[src/rtl/rr_vc_arbiter_if.sv]
// rr_vc_arbiter_if: request/grant and statistics signals between input ports and the VC arbiter.
interface rr_vc_arbiter_if #(parameter int CNT_W = 16);
  logic             polarity;
  logic [4:0]       req;
  logic             empty;
  logic [4:0]       grant;
  logic             grant_valid;
  logic [2:0]       grant_idx;
  logic [2:0]       stat_sel;
  logic [CNT_W-1:0] stat_cnt;
  modport master (output polarity, req, empty, stat_sel, input grant, grant_valid, grant_idx, stat_cnt);
  modport slave  (input polarity, req, empty, stat_sel, output grant, grant_valid, grant_idx, stat_cnt);
endinterface

[src/rtl/rr_vc_arbiter.sv]
// rr_vc_arbiter: five-port round-robin arbiter with independent even/odd VC pointers.
// Define ARB_STATS_EN to add saturating per-port grant counters readable via stat_sel/stat_cnt.
module rr_vc_arbiter #(
  parameter int CNT_W = 16
) (
  input logic            clk,
  input logic            reset,
  rr_vc_arbiter_if.slave s
);
  logic [2:0] ptr_even_q, ptr_even_d, ptr_odd_q, ptr_odd_d;
  logic [2:0] ptr_raw, ptr_act, ptr_nxt, idx, gnt_idx;
  logic [3:0] sum;
  logic       gnt_vld;
  logic [4:0] gnt;
  always_comb begin
    ptr_raw = s.polarity ? ptr_odd_q : ptr_even_q;
    ptr_act = ptr_raw > 3'd4 ? 3'd0 : ptr_raw;
    gnt_idx = 3'd0;
    gnt_vld = 1'b0;
    sum     = 4'd0;
    idx     = 3'd0;
    // scan from farthest to nearest so the nearest requester wins
    for (int k = 4; k >= 0; k--) begin
      sum = {1'b0, ptr_act} + 4'(k);
      idx = sum > 4'd4 ? 3'(sum - 4'd5) : sum[2:0];
      if (s.req[idx]) begin
        gnt_idx = idx;
        gnt_vld = 1'b1;
      end
    end
    gnt_vld    = gnt_vld & s.empty & ~reset;
    gnt_idx    = gnt_vld ? gnt_idx : 3'd0;
    gnt        = gnt_vld ? 5'b00001 << gnt_idx : 5'b00000;
    ptr_nxt    = gnt_idx == 3'd4 ? 3'd0 : gnt_idx + 3'd1;
    ptr_even_d = reset ? 3'd0 : (gnt_vld && !s.polarity) ? ptr_nxt : ptr_even_q;
    ptr_odd_d  = reset ? 3'd0 : (gnt_vld && s.polarity) ? ptr_nxt : ptr_odd_q;
  end
  always_ff @(posedge clk) begin
    ptr_even_q <= ptr_even_d;
    ptr_odd_q  <= ptr_odd_d;
  end
  assign s.grant       = gnt;
  assign s.grant_valid = gnt_vld;
  assign s.grant_idx   = gnt_idx;
`ifdef ARB_STATS_EN
  logic [CNT_W-1:0] cnt_q [5];
  logic [CNT_W-1:0] cnt_d [5];
  always_comb begin
    for (int i = 0; i < 5; i++)
      cnt_d[i] = reset ? '0 : (gnt[i] && cnt_q[i] != '1) ? cnt_q[i] + 1'b1 : cnt_q[i];
  end
  always_ff @(posedge clk) begin
    cnt_q <= cnt_d;
  end
  assign s.stat_cnt = s.stat_sel > 3'd4 ? '0 : cnt_q[s.stat_sel];
`else
  logic unused_stat_sel;
  assign unused_stat_sel = ^s.stat_sel;
  assign s.stat_cnt      = '0;
`endif
endmodule

[src/flat_wrapper.sv]
// flat-port wrapper written by rule: the top's interface ports become plain ports
module rr_vc_arbiter_flat 
#(
  parameter int CNT_W = 16
)
  (clk, reset, s_polarity, s_req, s_empty, s_stat_sel, s_grant, s_grant_valid, s_grant_idx, s_stat_cnt);
  rr_vc_arbiter_if #(.CNT_W(CNT_W)) s_i ();
  input logic clk;
  input logic reset;
  input wire logic [$bits(s_i.polarity)-1:0] s_polarity;
  input wire logic [$bits(s_i.req)-1:0] s_req;
  input wire logic [$bits(s_i.empty)-1:0] s_empty;
  input wire logic [$bits(s_i.stat_sel)-1:0] s_stat_sel;
  output wire logic [$bits(s_i.grant)-1:0] s_grant;
  output wire logic [$bits(s_i.grant_valid)-1:0] s_grant_valid;
  output wire logic [$bits(s_i.grant_idx)-1:0] s_grant_idx;
  output wire logic [$bits(s_i.stat_cnt)-1:0] s_stat_cnt;
  assign s_i.polarity = s_polarity;
  assign s_i.req = s_req;
  assign s_i.empty = s_empty;
  assign s_i.stat_sel = s_stat_sel;
  assign s_grant = s_i.grant;
  assign s_grant_valid = s_i.grant_valid;
  assign s_grant_idx = s_i.grant_idx;
  assign s_stat_cnt = s_i.stat_cnt;
  rr_vc_arbiter #(.CNT_W(CNT_W)) u_core (.clk(clk), .reset(reset), .s(s_i));
endmodule
[config.mk]
export PLATFORM = sky130hd
export DESIGN_NAME = rr_vc_arbiter_flat
export DESIGN_NICKNAME = d
export VERILOG_FILES = /design/src/rtl/rr_vc_arbiter_if.sv /design/src/rtl/rr_vc_arbiter.sv /design/src/flat_wrapper.sv
export SDC_FILE = /design/constraint.sdc
export NUM_CORES = 1
export LEC_CHECK = 0
export BUFFER_PORTS_ARGS = -buffer_cell sky130_fd_sc_hd__buf_2
export CAP_MARGIN = 25
export CORE_MARGIN = 8
export CORE_UTILIZATION = 30
export DETAILED_ROUTE_END_ITERATION = 16
export PLACE_DENSITY = 0.5
export SYNTH_ARGS = -nofsm -noshare
export SYNTH_HDL_FRONTEND = slang
export SYNTH_SLANG_ARGS = --single-unit
[constraint.sdc]
create_clock -name clk -period 6.15 [get_ports clk]
set_input_delay 0 -clock clk [delete_from_list [all_inputs] [get_ports clk]]
set_output_delay 0 -clock clk [all_outputs]
set_load 0.05 [all_outputs]
==> flow_metrics.py, run 1 <==
metrics = {
    "logic_synthesis": {
        "synth_cell_types": 65,
        "yosysSeqAreaShare": 0.0736,
        "synth_commonest_cells": "20 x nand2_1, 16 x buf_4, 11 x a21oi_1, 11 x ha_1, 10 x nand3_1",
        "yosysMostFrequentCell": "nand2_1",
        "netlist.area_leader.share": 0.0844,
        "synth_ff_type": "dfxtp_1",
        "yosysTopAreaCell": "ha_1",
        "synth-seq-cells": 6,
        "synth_cells": 202,
        "synth-edff-count": 0,
        "synth-async-reset-ratio": 0,
        "syn_area_um2": 1630,
        "ys_top_cells_by_area": "ha_1 8.4%, dfxtp_1 7.4%, buf_4 7.4%",
        "synth_area_per_cell_um2": 8.08,
        "yosys_warnings": 0,
    },
    "critical_path": {
        "critPathArrivalTime_ns": 4.78,
        "worstSetupPathType": "flip-flop to output pin",
        "start_kind": "flip-flop",
        "crit_path_end_kind": "output pin",
        "crit_required_ns": 6.15,
        "path_max_fanout": 13,
        "max_stage_delay_ns": 0.75,
        "cp_slowest_cell": "a211oi_1",
        "path_cells": "mux2i_2 -> nor2_4 -> ha_1 -> nor2_1 -> a211o_1 -> and2_1 -> a211oi_1 -> mux2_4 -> a31oi_1 -> a211oi_1 -> inv_1 -> ha_1 -> inv_1 -> nor3b_4 -> buf_2",
        "r2r_setup_slack_ns": 1.48,
    },
    "timing": {
        "fin_crit_sh": 0.777,
        "hold_viol_final": 0,
        "fmax_ghz": 0.209,
        "fin_crit_ns": 4.78,
        "finalSetupTns_ns": 0,
        "finalMaxSlewViolations": 0,
        "rsz0062_at_grt": "false",
        "worst_slew_pin_slew_ns": 0.822,
        "setup_viol": 0,
        "maxSlewHeadroom": 0.449,
        "skew_ns": 0.00264,
    },
    "clock_network": {
        "cts_tree": "yes",
        "clkTransAtPathRegs_ns": 0.03,
        "postCtsHoldBufs": 0,
        "cts_buffers": 3,
        "worstSkewPairLatency_ns": 0.22,
        "cts_resized": 0,
        "h-tree-depth": 1,
        "clockBufferDepth": 2,
        "clock-sinks": 6,
        "cts_setup_buffers": 0,
        "cts-root-buf": "clkbuf_8",
    },
    "floorplan": {
        "ios": 37,
        "start_util": 0.304,
        "num_rows": 27,
        "die_w_um": 89.7,
        "die_h_um": 89.7,
        "dieArea_um2": 8050,
        "core-area_um2": 5370,
    },
    "power_and_ir_drop": {
        "pwr_density_cell_nw_per_um2": 166,
        "p_leak_nw": 0.728,
        "finalPower_mw": 0.289,
        "ir_drop_mv": 0.183,
    },
    "grt": {
        "grt_overflow": 0,
        "antenna_found_initial": 0,
        "grt_pass1_wl_um": 7350,
        "gr-usage-met2": 0.156,
        "grt_use_met3": 0.0266,
        "grt_pass1_vias": 1419,
        "grt_max_degree": 21,
        "grt.total_usage": 0.105,
        "use_met1": 0.150,
        "busiest_layer": "met2",
    },
    "routing": {
        "drc": 0,
        "wl_per_cell_um": 15.2,
        "vias_per_cell": 5.31,
        "via_count": 1524,
        "antenna_left": 0,
        "dr.pass1.iters": 4,
        "detailedRoute.firstIterationViolations": 85,
        "wirelength_um": 4360,
    },
    "min_path": {
        "hold_path_class": "primary input to flip-flop",
    },
    "finish": {
        "post_route_cells_drive_above_1_share": 0.233,
        "insertedDiodeCount": 0,
        "nNetsFinal": 240,
        "area_growth_pct": 6.52,
        "n_fill_cell": 600,
    },
    "placed_design": {
        "gp_congestion": 0.802,
        "io_buffers": 17,
        "dp_hpwl_um": 3320,
    },
    "status": {
        "outcome": "complete, no violations",
    },
    "flow_run": {
        "drv_cap": 0,
    },
}
routing by layer:
| layer | vias to the layer above | routed length [um] |
|---|---|---|
| met3 | 2 | 236 |
| met2 | 48 | 1900 |
| met4 | 0 | 14 |
| met1 | 723 | 2210 |
| li1 | 751 | - |
| met5 | - | 0 |
final cells by class:
cell class	instances	area (um^2)	area share
timing repair buffer	17	85.1	0.0490
tap	72	90.1	0.0518
sequential	6	120	0.0691
clock buffer	3	41.3	0.0238
inverter	10	40.0	0.0230
multi-input combinational	179	1360	0.783
sequential cells by signal, summed over array words and instances, names as in the netlist:
register / flops
u_core.ptr_even_q: 3
u_core.ptr_odd_q: 3
cells in the final DEF, fill, tap and decap left out, types with 4 or more instances in the layout:
| master | n |
|---|---|
| and3_1 | 4 |
| nand2b_1 | 5 |
| inv_1 | 7 |
| a21oi_1 | 11 |
| nand3_1 | 10 |
| o21ai_0 | 6 |
| nand2_1 | 20 |
| dfxtp_1 | 6 |
| mux2_4 | 4 |
| o31ai_1 | 6 |
| buf_2 | 17 |
| conb_1 | 16 |
| nor3_1 | 4 |
| ha_1 | 11 |
| mux2i_1 | 4 |
| nor2_1 | 7 |
| a211oi_1 | 4 |
power by group:
group          total [mW]  internal, mW  switching, mW
Sequential         0.0453        0.0412        0.00407
Clock              0.0560        0.0418         0.0142
Combinational       0.187        0.0631          0.124
Total               0.289         0.146          0.142
through the flow:
step / cells / hold WS, ns / cell area, um^2 / setup slack (ns) / utilization
6_report: 287 / 0.0242 / 1740 / 1.37 / 0.324
5_1_grt: 287 / 0.0449 / 1740 / 0.958 / 0.324
4_1_cts: 287 / 0.0182 / 1740 / 1.33 / 0.324
3_5_place_dp: 284 / 0.249 / 1700 / 1.40 / 0.316
3_3_place_gp: 284 / 0.254 / 1700 / 1.41 / 0.316
2_1_floorplan: 217 / 0.0691 / 1690 / 1.22 / -
worst paths after layout:
kind | from | end | depth (start not counted)
max | u_core.ptr_even_q[1]$_SDFFE_PP0P_ | s_grant[4] | 15
min | reset | u_core.ptr_odd_q[1]$_SDFFE_PP0P_ | 2
min reg2reg | u_core.ptr_odd_q[2]$_SDFFE_PP0P_ | u_core.ptr_odd_q[2]$_SDFFE_PP0P_ | 3
max reg2reg | u_core.ptr_even_q[1]$_SDFFE_PP0P_ | u_core.ptr_even_q[0]$_SDFFE_PP0P_ | 15
worst max-delay path, delay by kind of cell, from the launching register on:
kind | cells | cell delay [ns]
compound gates | 4 | 1.55
flops | 1 | 0.37
buf+inv | 3 | 0.49
simple gates | 4 | 0.46
mux | 2 | 0.81
fa+ha+maj | 2 | 0.87
cells by family (layout without fill, tap and decap cells):
logic type,Yosys count,count (layout),synth area share
DFF,6,6,0.0736
other,1,16,0.00230
muxes,13,13,0.106
adders and majority gates,11,11,0.0844
buffers and inverters,32,30,0.127
AOI/OAI and AO/OA,59,59,0.288
xor gates and xnor gates,3,3,0.0253
and+or+nand+nor,77,77,0.294
(Power assumes the default switching activity.)
==> inputs of run 2 (changes only) <==
Settings changed: PLACE_DENSITY 0.5 to 0.52.
Clock period 6.15 ns to 4.05 ns, I/O delays scaled along.
==> run 2 against run 1 <==
- global-route usage grew 0.72 points
- utilization increased by 5.5 points
- sequential share of layout area is 0.87 points lower
- largest power group unchanged
- clock-buffer cell count is the same
==> flow_metrics.py, run 2 (synthesized netlist as in run 1, its figures left out) <==
metrics = {
    "critical_path": {
        "path_cells": "mux2_4 -> buf_6 -> nand3_4 -> inv_4 -> ha_2 -> and3b_1 -> or3_1 -> and3_1 -> a221o_1 -> a21oi_4 -> buf_6 -> nor3b_4 -> a2111oi_4 -> a211oi_4 -> inv_2 -> ha_2 -> inv_1 -> nor3b_4 -> buf_6",
        "worst-path-buf-inv": 6,
        "path_max_fanout": 9,
        "path_common_cell": "buf_6",
        "cpLargestDelayFamily": "simple AND/OR/NAND/NOR gates",
        "cp_slowest_cell": "a2111oi_4",
        "crit_required_ns": 4.05,
        "worstSetupPathType": "flip-flop to output pin",
        "start_kind": "flip-flop",
        "critPathArrivalTime_ns": 3.93,
        "crit_path_end_kind": "output pin",
        "max_stage_delay_ns": 0.37,
    },
    "finish": {
        "area_growth_pct": 24.5,
        "insertedDiodeCount": 0,
        "final_cell_mix": "24 x buf_4, 20 x nand2_1, 16 x conb_1, 15 x buf_2, 11 x a21oi_1",
        "n_fill_cell": 595,
        "top_regs": "u_core.ptr_even_q x3, u_core.ptr_odd_q x3",
        "layout_commonest_cell": "buf_4",
        "nNetsFinal": 266,
        "layoutNonFillerInstCount": 313,
        "post_route_cells_drive_above_1_share": 0.373,
    },
    "timing": {
        "holdWs_ns": 0.0517,
        "fmax_ghz": 0.254,
        "finalSetupTns_ns": 0,
        "skew_ns": 0.00344,
        "fin_crit_sh": 0.971,
        "fin_crit_ns": 3.93,
        "finalMaxSlewViolations": 0,
        "hold_viol_final": 0,
        "setup_viol": 0,
    },
    "clock_network": {
        "clock-sinks": 6,
        "worstSkewPairLatency_ns": 0.22,
        "cts-root-buf": "clkbuf_8",
        "cts_buffers": 3,
        "clockBufferDepth": 2,
        "h-tree-depth": 1,
        "clkTransAtPathRegs_ns": 0.03,
        "cts_tree": "yes",
    },
    "power_and_ir_drop": {
        "pwr_density_cell_nw_per_um2": 245,
        "pwr-share-clk": 0.181,
        "ir_drop_mv": 0.162,
        "p_sw_frac": 0.481,
        "p_int_mw": 0.258,
        "p_leak_nw": 0.861,
        "power_frac_seq": 0.129,
        "comb_power_share": 0.689,
        "p_switching_mw": 0.240,
    },
    "routing": {
        "wirelength_um": 4720,
        "antenna_left": 0,
        "via_count": 1606,
        "wl_per_cell_um": 15.1,
        "drc": 0,
        "detailedRoute.firstIterationViolations": 142,
        "dr.pass1.iters": 4,
        "vias_per_cell": 5.13,
    },
    "grt": {
        "grt_max_degree": 15,
        "grt.total_usage": 0.113,
        "grt_pass1_vias": 1555,
        "grt_overflow": 0,
        "grt_pass1_wl_um": 7830,
        "antenna_found_initial": 0,
    },
    "status": {
        "outcome": "complete, no violations",
    },
    "min_path": {
        "hold_path_class": "primary input to flip-flop",
    },
    "placed_design": {
        "dp.cells": 306,
        "io_buffers": 17,
        "dp_hpwl_um": 3600,
        "gp_congestion": 0.844,
    },
    "floorplan": {
        "die_h_um": 89.7,
        "num_rows": 27,
        "start_util": 0.304,
        "die_w_um": 89.7,
        "ios": 37,
        "core-area_um2": 5370,
        "dieArea_um2": 8050,
    },
    "flow_run": {
        "drv_cap": 0,
    },
}
## run 2: changes by cell type in the layout (fill, tap and decap cells not counted), moves of 2 or more
| cell | change |
|---|---|
| ha_1 | -2 |
| buf_2 | -2 |
| dfxtp_2 | +2 |
| buf_4 | +24 |
| buf_6 | +4 |
| a211oi_1 | -2 |
| ha_2 | +2 |
| dfxtp_1 | -2 |
## run 2: cell type report
cell class              count  area (um^2)  area share
flip-flops and latches      6          123      0.0604
repair buffers             43          300       0.148
well taps                  72         90.1      0.0444
inverters                  10         40.0      0.0197
multi-input cells         179         1440       0.707
clock buffers               3         41.3      0.0203
## run 2: per-layer routing
| layer | up-vias | global-route usage | share of wire |
|---|---|---|---|
| li1 | 803 | - | - |
| met1 | 730 | 0.158 | 0.49 |
| met2 | 64 | 0.174 | 0.43 |
| met3 | 9 | 0.0150 | 0.064 |
| met4 | 0 | 0.0310 | 0.013 |
| met5 | - | 0 | 0 |
## run 2: what timing repair did
| item | 4_1_cts | 5_1_grt |
|---|---|---|
| buffers inserted | 0 | 4 |
| cloned | 0 | 0 |
| hold buffers | 0 | 0 |
| setup endpoints to repair | 2 | 11 |
| pin swaps | 0 | 8 |
| gates resized for setup | 2 | 17 |
## run 2: stage by stage
stage	instance area [um^2]	util	setup slack, ns	power [mW]
2_1_floorplan	1720	-	0.00400	0.329
3_3_place_gp	1890	0.352	0.180	0.391
3_5_place_dp	1890	0.352	0.158	0.388
4_1_cts	1940	0.361	-0.00550	0.481
5_1_grt	2030	0.378	-0.0441	0.532
6_report	2030	0.378	0.117	0.498
## run 2: final timing paths
kind                                           from                           endpoint  slack (ns)  cells after the start
hold / removal                                reset   u_core.ptr_odd_q[1]$_SDFFE_PP0P_        0.05                      2
hold reg to reg    u_core.ptr_odd_q[2]$_SDFFE_PP0P_   u_core.ptr_odd_q[2]$_SDFFE_PP0P_        0.60                      3
setup / recovery  u_core.ptr_even_q[2]$_SDFFE_PP0P_                         s_grant[4]        0.12                     19
setup reg to reg  u_core.ptr_even_q[2]$_SDFFE_PP0P_  u_core.ptr_even_q[2]$_SDFFE_PP0P_        0.18                     20
## run 2: power by group through the flow
stage / combinational [mW] / sequential (mW) / clock [mW]
floorplan: 0.262 / 0.0674 / 0
global placement: 0.326 / 0.0650 / 0
detailed placement: 0.322 / 0.0652 / 0
CTS: 0.325 / 0.0643 / 0.0922
global route: 0.373 / 0.0647 / 0.0947
finish: 0.343 / 0.0643 / 0.0903
## run 2: worst reg2reg max path, delay by kind of cell (launching register included)
kind | cells | cell delay [ns]
compound gates | 5 | 1.08
mux | 1 | 0.30
buf+inv | 6 | 0.62
flops | 1 | 0.34
simple gates | 6 | 1.07
fa+ha+maj | 2 | 0.36
